File: src/rtl/mdu_if.sv
// mdu_if: request/result bundle between the execute stage and the iterative
// multiply/divide unit.
//   master (EX side)  : drives start, op, a, b, cancel; observes busy, done, hi, lo, dbz
//   slave  (MDU side) : the reverse
interface mdu_if #(
  parameter int WIDTH = 32
);
  logic             start;
  logic [1:0]       op;
  logic [WIDTH-1:0] a;
  logic [WIDTH-1:0] b;
  logic             cancel;
  logic             busy;
  logic             done;
  logic [WIDTH-1:0] hi;
  logic [WIDTH-1:0] lo;
  logic             dbz;

  modport master (output start, op, a, b, cancel,
                  input  busy, done, hi, lo, dbz);
  modport slave  (input  start, op, a, b, cancel,
                  output busy, done, hi, lo, dbz);
endinterface

File: src/rtl/mdu_iter.sv
// mdu_iter: iterative MULT/MULTU/DIV/DIVU engine, one result bit per clock.
//   clk, rst : rising-edge clock, synchronous active-high reset
//   bus      : mdu_if slave port
//     start/op/a/b : request, sampled only while not busy
//                    (op 00 MULT, 01 MULTU, 10 DIV, 11 DIVU)
//     cancel       : flush, aborts any in-flight operation
//     busy         : high while iterating or fixing up signs
//     done         : one-cycle pulse, hi/lo/dbz valid with it
//     hi/lo        : product halves, or remainder/quotient
//     dbz          : last completed op was a divide by zero (held)
// Signed operands are reduced to magnitudes at acceptance; the unsigned core
// runs WIDTH iterations, then a single FIX cycle applies the sign correction.
module mdu_iter #(
  parameter int WIDTH = 32,
  parameter int CW    = $clog2(WIDTH + 1)
) (
  input logic  clk,
  input logic  rst,
  mdu_if.slave bus
);

  typedef enum logic [1:0] {S_IDLE, S_CALC, S_FIX, S_DONE} state_t;

  state_t state_reg, state_next;

  logic [CW-1:0]      counter_reg;
  logic [WIDTH:0]     opa_reg;      // multiplicand magnitude
  logic [WIDTH:0]     opb_reg;      // divisor magnitude
  logic [2*WIDTH-1:0] pair_reg;     // {acc, multiplier} or {-, quotient}
  logic [WIDTH-1:0]   rem_reg;      // partial remainder (always < divisor)
  logic               is_div_reg;
  logic               res_neg_reg;  // operand signs differ
  logic               rem_neg_reg;  // dividend was negative
  logic               bzero_reg;
  logic [WIDTH-1:0]   hi_reg, lo_reg;
  logic               dbz_reg;

  logic accept, calc_step, fix_load;

  // ---------------- control ----------------
  always_ff @(posedge clk) begin
    if (rst) state_reg <= S_IDLE;
    else     state_reg <= state_next;
  end

  always_comb begin
    state_next = state_reg;
    accept     = 1'b0;
    calc_step  = 1'b0;
    fix_load   = 1'b0;
    case (state_reg)
      S_IDLE, S_DONE: begin
        if (bus.start) begin
          accept     = 1'b1;
          state_next = S_CALC;
        end else begin
          state_next = S_IDLE;
        end
      end
      S_CALC: begin
        calc_step = 1'b1;
        if (counter_reg == CW'(WIDTH - 1)) state_next = S_FIX;
      end
      S_FIX: begin
        fix_load   = 1'b1;
        state_next = S_DONE;
      end
      default: state_next = S_IDLE;
    endcase
    // Flush wins over everything, including a start in the same cycle.
    if (bus.cancel) begin
      state_next = S_IDLE;
      accept     = 1'b0;
      calc_step  = 1'b0;
      fix_load   = 1'b0;
    end
  end

  assign bus.busy = (state_reg == S_CALC) || (state_reg == S_FIX);
  assign bus.done = (state_reg == S_DONE);
  assign bus.hi   = hi_reg;
  assign bus.lo   = lo_reg;
  assign bus.dbz  = dbz_reg;

  // ---------------- operand conditioning ----------------
  logic           a_neg, b_neg;
  logic [WIDTH:0] a_mag, b_mag;

  // op[0]=0 selects the signed forms. Negation in WIDTH+1 bits keeps the
  // magnitude of the most-negative value (2^(WIDTH-1)) exact.
  assign a_neg = ~bus.op[0] & bus.a[WIDTH-1];
  assign b_neg = ~bus.op[0] & bus.b[WIDTH-1];
  assign a_mag = a_neg ? ({1'b0, ~bus.a} + (WIDTH+1)'(1)) : {1'b0, bus.a};
  assign b_mag = b_neg ? ({1'b0, ~bus.b} + (WIDTH+1)'(1)) : {1'b0, bus.b};

  // ---------------- iteration datapath ----------------
  logic [WIDTH:0]     mul_sum;
  logic [2*WIDTH-1:0] mul_pair_next;
  logic [WIDTH:0]     div_shift;
  logic               div_ge;
  logic [WIDTH:0]     div_diff;

  // Shift-add: the carry out of the add becomes the new top bit after the
  // right shift, so nothing is lost.
  assign mul_sum       = {1'b0, pair_reg[2*WIDTH-1:WIDTH]} + (pair_reg[0] ? opa_reg : '0);
  assign mul_pair_next = {mul_sum, pair_reg[WIDTH-1:1]};

  // Restoring divide: shift the next dividend bit into the remainder.
  assign div_shift = {rem_reg, pair_reg[WIDTH-1]};
  assign div_ge    = (div_shift >= opb_reg);
  assign div_diff  = div_shift - opb_reg;

  // ---------------- sign fixup ----------------
  logic [2*WIDTH-1:0] prod_fix;
  logic [WIDTH-1:0]   quo_fix, rem_fix;

  assign prod_fix = res_neg_reg ? (~pair_reg + (2*WIDTH)'(1)) : pair_reg;
  assign quo_fix  = res_neg_reg ? (~pair_reg[WIDTH-1:0] + WIDTH'(1)) : pair_reg[WIDTH-1:0];
  assign rem_fix  = rem_neg_reg ? (~rem_reg + WIDTH'(1)) : rem_reg;

  always_ff @(posedge clk) begin
    if (rst) begin
      counter_reg <= '0;
      opa_reg     <= '0;
      opb_reg     <= '0;
      pair_reg    <= '0;
      rem_reg     <= '0;
      is_div_reg  <= 1'b0;
      res_neg_reg <= 1'b0;
      rem_neg_reg <= 1'b0;
      bzero_reg   <= 1'b0;
      hi_reg      <= '0;
      lo_reg      <= '0;
      dbz_reg     <= 1'b0;
    end else begin
      if (accept) begin
        counter_reg <= '0;
        opa_reg     <= a_mag;
        opb_reg     <= b_mag;
        rem_reg     <= '0;
        is_div_reg  <= bus.op[1];
        res_neg_reg <= a_neg ^ b_neg;
        rem_neg_reg <= a_neg;
        bzero_reg   <= (bus.b == '0);
        // Multiply iterates over the multiplier; divide shifts out the dividend.
        pair_reg    <= {{WIDTH{1'b0}}, (bus.op[1] ? a_mag[WIDTH-1:0] : b_mag[WIDTH-1:0])};
      end else if (calc_step) begin
        counter_reg <= counter_reg + CW'(1);
        if (is_div_reg) begin
          rem_reg              <= div_ge ? div_diff[WIDTH-1:0] : div_shift[WIDTH-1:0];
          pair_reg[WIDTH-1:0]  <= {pair_reg[WIDTH-2:0], div_ge};
        end else begin
          pair_reg <= mul_pair_next;
        end
      end
      if (fix_load) begin
        if (is_div_reg) begin
          hi_reg  <= rem_fix;
          lo_reg  <= quo_fix;
          dbz_reg <= bzero_reg;
        end else begin
          hi_reg  <= prod_fix[2*WIDTH-1:WIDTH];
          lo_reg  <= prod_fix[WIDTH-1:0];
          dbz_reg <= 1'b0;
        end
      end
    end
  end

endmodule

File: src/flat_wrapper.sv
// flat-port wrapper written by rule: the top's interface ports become plain ports
module mdu_iter_flat 
#(
  parameter int WIDTH = 32,
  parameter int CW    = $clog2(WIDTH + 1)
)
  (clk, rst, bus_start, bus_op, bus_a, bus_b, bus_cancel, bus_busy, bus_done, bus_hi, bus_lo, bus_dbz);
  mdu_if #(.WIDTH(WIDTH)) bus_i ();
  input logic clk;
  input logic rst;
  input wire logic [$bits(bus_i.start)-1:0] bus_start;
  input wire logic [$bits(bus_i.op)-1:0] bus_op;
  input wire logic [$bits(bus_i.a)-1:0] bus_a;
  input wire logic [$bits(bus_i.b)-1:0] bus_b;
  input wire logic [$bits(bus_i.cancel)-1:0] bus_cancel;
  output wire logic [$bits(bus_i.busy)-1:0] bus_busy;
  output wire logic [$bits(bus_i.done)-1:0] bus_done;
  output wire logic [$bits(bus_i.hi)-1:0] bus_hi;
  output wire logic [$bits(bus_i.lo)-1:0] bus_lo;
  output wire logic [$bits(bus_i.dbz)-1:0] bus_dbz;
  assign bus_i.start = bus_start;
  assign bus_i.op = bus_op;
  assign bus_i.a = bus_a;
  assign bus_i.b = bus_b;
  assign bus_i.cancel = bus_cancel;
  assign bus_busy = bus_i.busy;
  assign bus_done = bus_i.done;
  assign bus_hi = bus_i.hi;
  assign bus_lo = bus_i.lo;
  assign bus_dbz = bus_i.dbz;
  mdu_iter #(.WIDTH(WIDTH), .CW(CW)) u_core (.clk(clk), .rst(rst), .bus(bus_i));
endmodule
File: config.mk
export PLATFORM = sky130hd
export DESIGN_NAME = mdu_iter_flat
export DESIGN_NICKNAME = d
export VERILOG_FILES = /design/src/rtl/mdu_if.sv /design/src/rtl/mdu_iter.sv /design/src/flat_wrapper.sv
export SDC_FILE = /design/constraint.sdc
export NUM_CORES = 1
export LEC_CHECK = 0
export CORE_UTILIZATION = 64
export DETAILED_ROUTE_END_ITERATION = 8
export PLACE_DENSITY = 0.87
export SETUP_SLACK_MARGIN = 0.2
export SYNTH_ARGS = -nofsm -noshare
export SYNTH_HDL_FRONTEND = slang
export SYNTH_SLANG_ARGS = --single-unit
File: constraint.sdc
create_clock -name clk -period 8.92 [get_ports clk]
set_input_delay 1.338 -clock clk [delete_from_list [all_inputs] [get_ports clk]]
set_output_delay 1.338 -clock clk [all_outputs]
set_load 0.01 [all_outputs]
# --- Word-level counts from Yosys, hierarchy flattened ---
# Cells that the tools add are included.
totals:
  out_inout_bits: 67
  elab_cells: 71
  regBits: 239
op_classes:
  reduce_logical: 9
  add_sub_neg: 8
  bitwise: 10
  order_cmp: 1
  eq_ne: 5
  n_mux: 24
ops:
  columns: ["op", "n"]
  rows:
  - ["$mux 32", 9]
  - ["$not 32->32", 4]
  - ["$mux 33", 3]
  - ["$add 32x1->33 const B", 2]
  - ["$add 32x1->32 const B", 2]
  - ["$add 64x1->64 const B", 1]
  - ["$mux 64", 1]
  - ["$not 64->64", 1]
  - ["$add 32x33->33", 1]
  - ["$ge 33x33->1", 1]
  - ["$logic_not 32->1", 1]
  - ["$sub 32x32->32", 1]
  - ["$mux 1", 9]
  - ["$add 6x1->6 const B", 1]
  - ["$eq 6x5->1 const B", 1]
  - ["$pmux 2 s3", 1]
  - ["$reduce_or 2->1", 3]
  - ["$eq 2x2->1 const B", 2]
  - ["$reduce_and 2->1", 2]
  - ["$and 1x1->1", 2]
  - ["$eq 2x1->1 const B", 1]
  - ["$logic_not 2->1", 1]
  - ["$mux 2", 1]
  - ["$ne 2x1->1 const B", 1]
  - ["4 further kinds", 5]

# --- Longest topological paths before layout ---
depth:
  depth_word: 5
  mapped_depth: 15
  mapped_depth_nobuf: 13

# --- Least setup slack after synthesis ---
# Ideal clock, no wire load.
synth_path:
  path_type: "input to register"
  start: "in bus_b[0]"
  end: "reg u_core.pair_reg[26]"
  required_time_ns: 8.783
  path_slack_ns: 5.278
  t_arrival_ns: 3.504
  setup_time_ns: 0.137
  cell_stages: 12
  cell_sequence: "inv_1 > ha_1 > nor3b_1 > and4_1 > and3_1 > nand2_1 > nor4_1 > a21oi_1 > xnor2_1 > nor2_1 > a211oi_1 > a211oi_1"
synth_between:
  elab_chain_cells: 5
synth_lines:
  columns: ["item", "line_no", "rtl"]
  rows:
  - ["from (decl)", "flat_wrapper.sv:14", "input wire logic [$bits(bus_i.b)-1:0] bus_b;"]
  - ["$not 32->32", "mdu_iter.sv:94", "assign b_mag = b_neg ? ({1'b0, ~bus.b} + (WIDTH+1)'(1)) : {1'b0, bus.b};"]
  - ["$add 32x1->33", "mdu_iter.sv:94", null]
  - ["$mux 33", "mdu_iter.sv:94", null]
  - ["$mux 32", "mdu_iter.sv:146", "pair_reg <= {{WIDTH{1'b0}}, (bus.op[1] ? a_mag[WIDTH-1:0] : b_mag[WIDTH-1:0])};"]
  - ["$mux 32", "mdu_iter.sv:136", "if (accept) begin"]
  - ["to (signal assigned)", "mdu_iter.sv:146", null]
  - ["to (signal, indexed assignment)", "mdu_iter.sv:151", "pair_reg[WIDTH-1:0] <= {pair_reg[WIDTH-2:0], div_ge};"]
  - ["to (signal assigned)", "mdu_iter.sv:153", "pair_reg <= mul_pair_next;"]
  - ["to (decl)", "mdu_iter.sv:29", "logic [2*WIDTH-1:0] pair_reg;"]
# No other way between the ends.
# A chain may end at the register's enable or synchronous reset.

# --- Final worst setup path ---
layout_path:
  start: "reg u_core.rem_reg[6]"
  end: "reg u_core.rem_reg[13]"
layout_between:
  elab_chain_cells: 2
  word_cells_on_any_way: 3
  classes_between: "add/sub: 1; order compare: 1; mux: 1"
layout_lines:
  columns: ["item", "line_no", "rtl"]
  rows:
  - ["from (decl)", "mdu_iter.sv:30", "logic [WIDTH-1:0] rem_reg;"]
  - ["from (signal assigned)", "mdu_iter.sv:150", "rem_reg <= div_ge ? div_diff[WIDTH-1:0] : div_shift[WIDTH-1:0];"]
  - ["$sub 32x32->32 or $ge 33x33->1 (tied branches)", "mdu_iter.sv:111, mdu_iter.sv:110", null]
  - ["$mux 32 (*)", "mdu_iter.sv:150", null]
# Every way passes the cells marked *; elsewhere a longest branch is shown, timed or not.

==> reports/results.ini <==
[setup_path]
path_cells = ha_1 > and3_1 > o211ai_1 > a31oi_1 > a2111oi_1 > o211ai_1 > a21o_1 > a31oi_4 > buf_4 > inv_1 > o211ai_1 > a21oi_1
slowest_delay_ns = 0.85
path_buf_inv = 2
cp-start-kind = flip-flop
r2r-start = u_core.rem_reg[6]
cp-end-kind = flip-flop
worst-setup-path-type = flip-flop to flip-flop
worst_path_max_delay_cell = a2111oi_1
critical-path-top-cell-by-count = o211ai_1
reg2regPathDepth = 12
arrival_ns = 4.84
r2r-end = u_core.rem_reg[13]
crit_path_max_fanout = 31
worstPathRequired_ns = 9.32
r2r_slack_ns = 4.48
crit_family = compound AO/OA/AOI/OAI gates

[timing]
clock_skew_ns = 0.0288
fin_crit_ns = 4.44
worst_pin_slew_ns = 1.19
tns_ns = 0
fin_crit_sh_pct = 49.8
slew_headroom_pct = 20.3
setup_slack_ns = 4.48
setup_viol = 0
rsz0062_at_grt = no
drv_slew = 0
hold_violations = 0
max_freq_mhz = 225
holdWs_ns = 0.452

[layout]
nFillCells = 1899
diodes = 0
post-route-cell-area_sq_um = 18700
nets = 2327
largest_reg_flops = 64
drive_gt1_share_pct = 4.45
syn2layout_area_growth_pct = 13.8

[clocking]
post_cts_resized = 0
cts-htree-levels = 1
cts_tree = yes
cts_sinks = 239
cts_setup_buffers = 0
cts_buffers = 26
insertion_delay_ns = 0.57
cts_buffer_depth = 3
cts_hold_buf = 0
path_clk_slew_ns = 0.07
clock-root-buffer = clkbuf_16

[synthesis]
ys.flop_type = dfxtp_1
yosysWarnings = 0
ys_top_cells_by_count = nor2_1, nand2_1, dfxtp_1, a21oi_1, a211oi_1
yosys.area.top_type = dfxtp_1
yosysMostFrequentCell = nor2_1
syn-cell-area_sq_um = 16400
seq_area_frac_synth_pct = 29.2
synthCells = 2144
yosys.area.top_type_share_pct = 29.2
async_reset_ff_share_pct = 0
avgSynthCellArea_sq_um = 7.65
synth_cell_types = 71
synth-edff-count = 0
synth_area_leaders = dfxtp_1, a211oi_1, xor2_1
synth_nets = 2289
synth-seq-cells = 239

[placement]
placed_cell_area_sq_um = 17800
pre_cts_slack_ns = 4.10
gp_congestion = 0.999
portBuffers = 136
dpl.hpwl_mm = 37.8

[power]
intPower_mw = 1.99
p_clk_share_pct = 39.8
comb_power_share_pct = 19.8
p_leak_nw = 7.00
vdd_drop_max_mv = 0.175
total_power_mw = 2.86
powerDensity_nw_per_um2 = 153
switching_power_uw = 876
swShare_pct = 30.6
power_frac_seq_pct = 40.4

[hold_path]
whs_path_depth = 2
holdPathEnd = u_core.bus.hi[15]
min_path_type = flip-flop to flip-flop
min_from = u_core.bus.hi[15]

[die]
initial_core_util_pct = 65.2
rows = 58
die_h_um = 162
die_w_um = 162
ioPinCount = 137
core_area_sq_um = 25200
dieArea_sq_um = 26300

[drt]
vias = 16600
drt_iter0_markers = 1667
vias_per_cell = 6.55
drt_wl_total_mm = 51.2
drtPass1Iterations = 6
postRouteAntennaNets = 0
wl_per_cell_um = 20.2
drcViolationCount = 0

[global_routing]
grtUsageMet1_pct = 50.2
grt_max_degree = 93
gr-usage-met2_pct = 61.6
grt-busiest-layer = met2
antenna_found_initial = 0
grt_pass1_vias = 15300
gr-total-overflow = 0
grt_pass1_wl_mm = 81.3
grt_usage_pct = 39.0
grt_use_met3_pct = 5.87

[run]
max_cap_viol_count = 0

[status]
outcome = finished clean

[cells by family (layout without fill, tap and decap cells)]
| family | Yosys count | in the layout | share of synthesized area, % |
|---|---|---|---|
| AND/OR/NAND/NOR | 732 | 732 | 20.6 |
| AO/OA/AOI/OAI | 637 | 637 | 25.6 |
| adder cells (fa/ha/maj) | 75 | 75 | 5.81 |
| flip-flops | 239 | 239 | 29.2 |
| XOR/XNOR | 197 | 197 | 10.5 |
| multiplexers | 54 | 54 | 3.32 |
| buffers and inverters | 210 | 267 | 4.95 |
[how the worst max path moves through the flow]
stage | startpoint | endpoint | slack (ns) | depth (start not counted)
3_3_place_gp | bus_b[0] | u_core.pair_reg[30] | 4.32 | 13
6_report | u_core.rem_reg[6] | u_core.rem_reg[13] | 4.48 | 12
5_1_grt | bus_b[0] | u_core.pair_reg[26] | 4.18 | 13
2_1_floorplan | bus_b[0] | u_core.pair_reg[26] | 5.28 | 12
4_1_cts | u_core.rem_reg[6] | u_core.rem_reg[13] | 4.57 | 12
3_5_place_dp | bus_b[0] | u_core.pair_reg[26] | 4.10 | 13
[per-layer routing]
layer / routed length [um] / vias up
met3: 4630 / 190
li1: - / 7774
met2: 22700 / 912
met1: 20500 / 7693
met4: 3340 / 0
met5: 0 / -
[stage by stage]
stage / std cells / util, %
2_1_floorplan: 2144 / -
3_3_place_gp: 2484 / 70.6
3_5_place_dp: 2484 / 70.6
4_1_cts: 2531 / 74.2
5_1_grt: 2531 / 74.2
6_report: 2531 / 74.2
[power by group through the flow]
stage | logic, mW | registers (mW) | clock network, mW
floorplan | 0.384 | 1.16 | 0
global placement | 0.533 | 1.18 | 0
detailed placement | 0.547 | 1.18 | 0
CTS | 0.551 | 1.15 | 1.14
global route | 0.609 | 1.16 | 1.19
finish | 0.567 | 1.16 | 1.14
[cell usage in the layout, fill, tap and decap left out, drive strengths merged, types with 16 or more instances in the layout]
master           n
clkdlybuf4s50  134
nor4            18
o211ai          47
ha              73
a21oi          169
mux2i           50
nand4           18
o31ai           40
or4             16
and2            38
a21o            29
or3             18
a211oi         143
buf             20
dfxtp          239
xor2           113
nand2          240
clkbuf          33
o21ai          105
o41ai           20
xnor2           84
nor3            45
inv             68
nor2           251
nand3           24
nand2b          16
[worst reg2reg max path: cells and delay by family, from the launching register on]
kind	cells	cell delay [ns]
and+or+nand+nor	1	0.26
adders and majority gates	1	0.35
AOI/OAI and AO/OA	8	2.43
DFF	1	0.56
buffers and inverters	2	0.69
[area by class of cell]
class,count,area [sq um],share of cell area [%]
Sequential cell,239,4790,25.6
Tap cell,330,413,2.21
Clock inverter,14,191,1.02
Multi-Input combinational cell,1695,10800,58.1
Inverter,66,248,1.33
Timing Repair Buffer,154,1490,7.97
Clock buffer,33,697,3.73
Note: power is estimated with default switching activity, not from simulation.
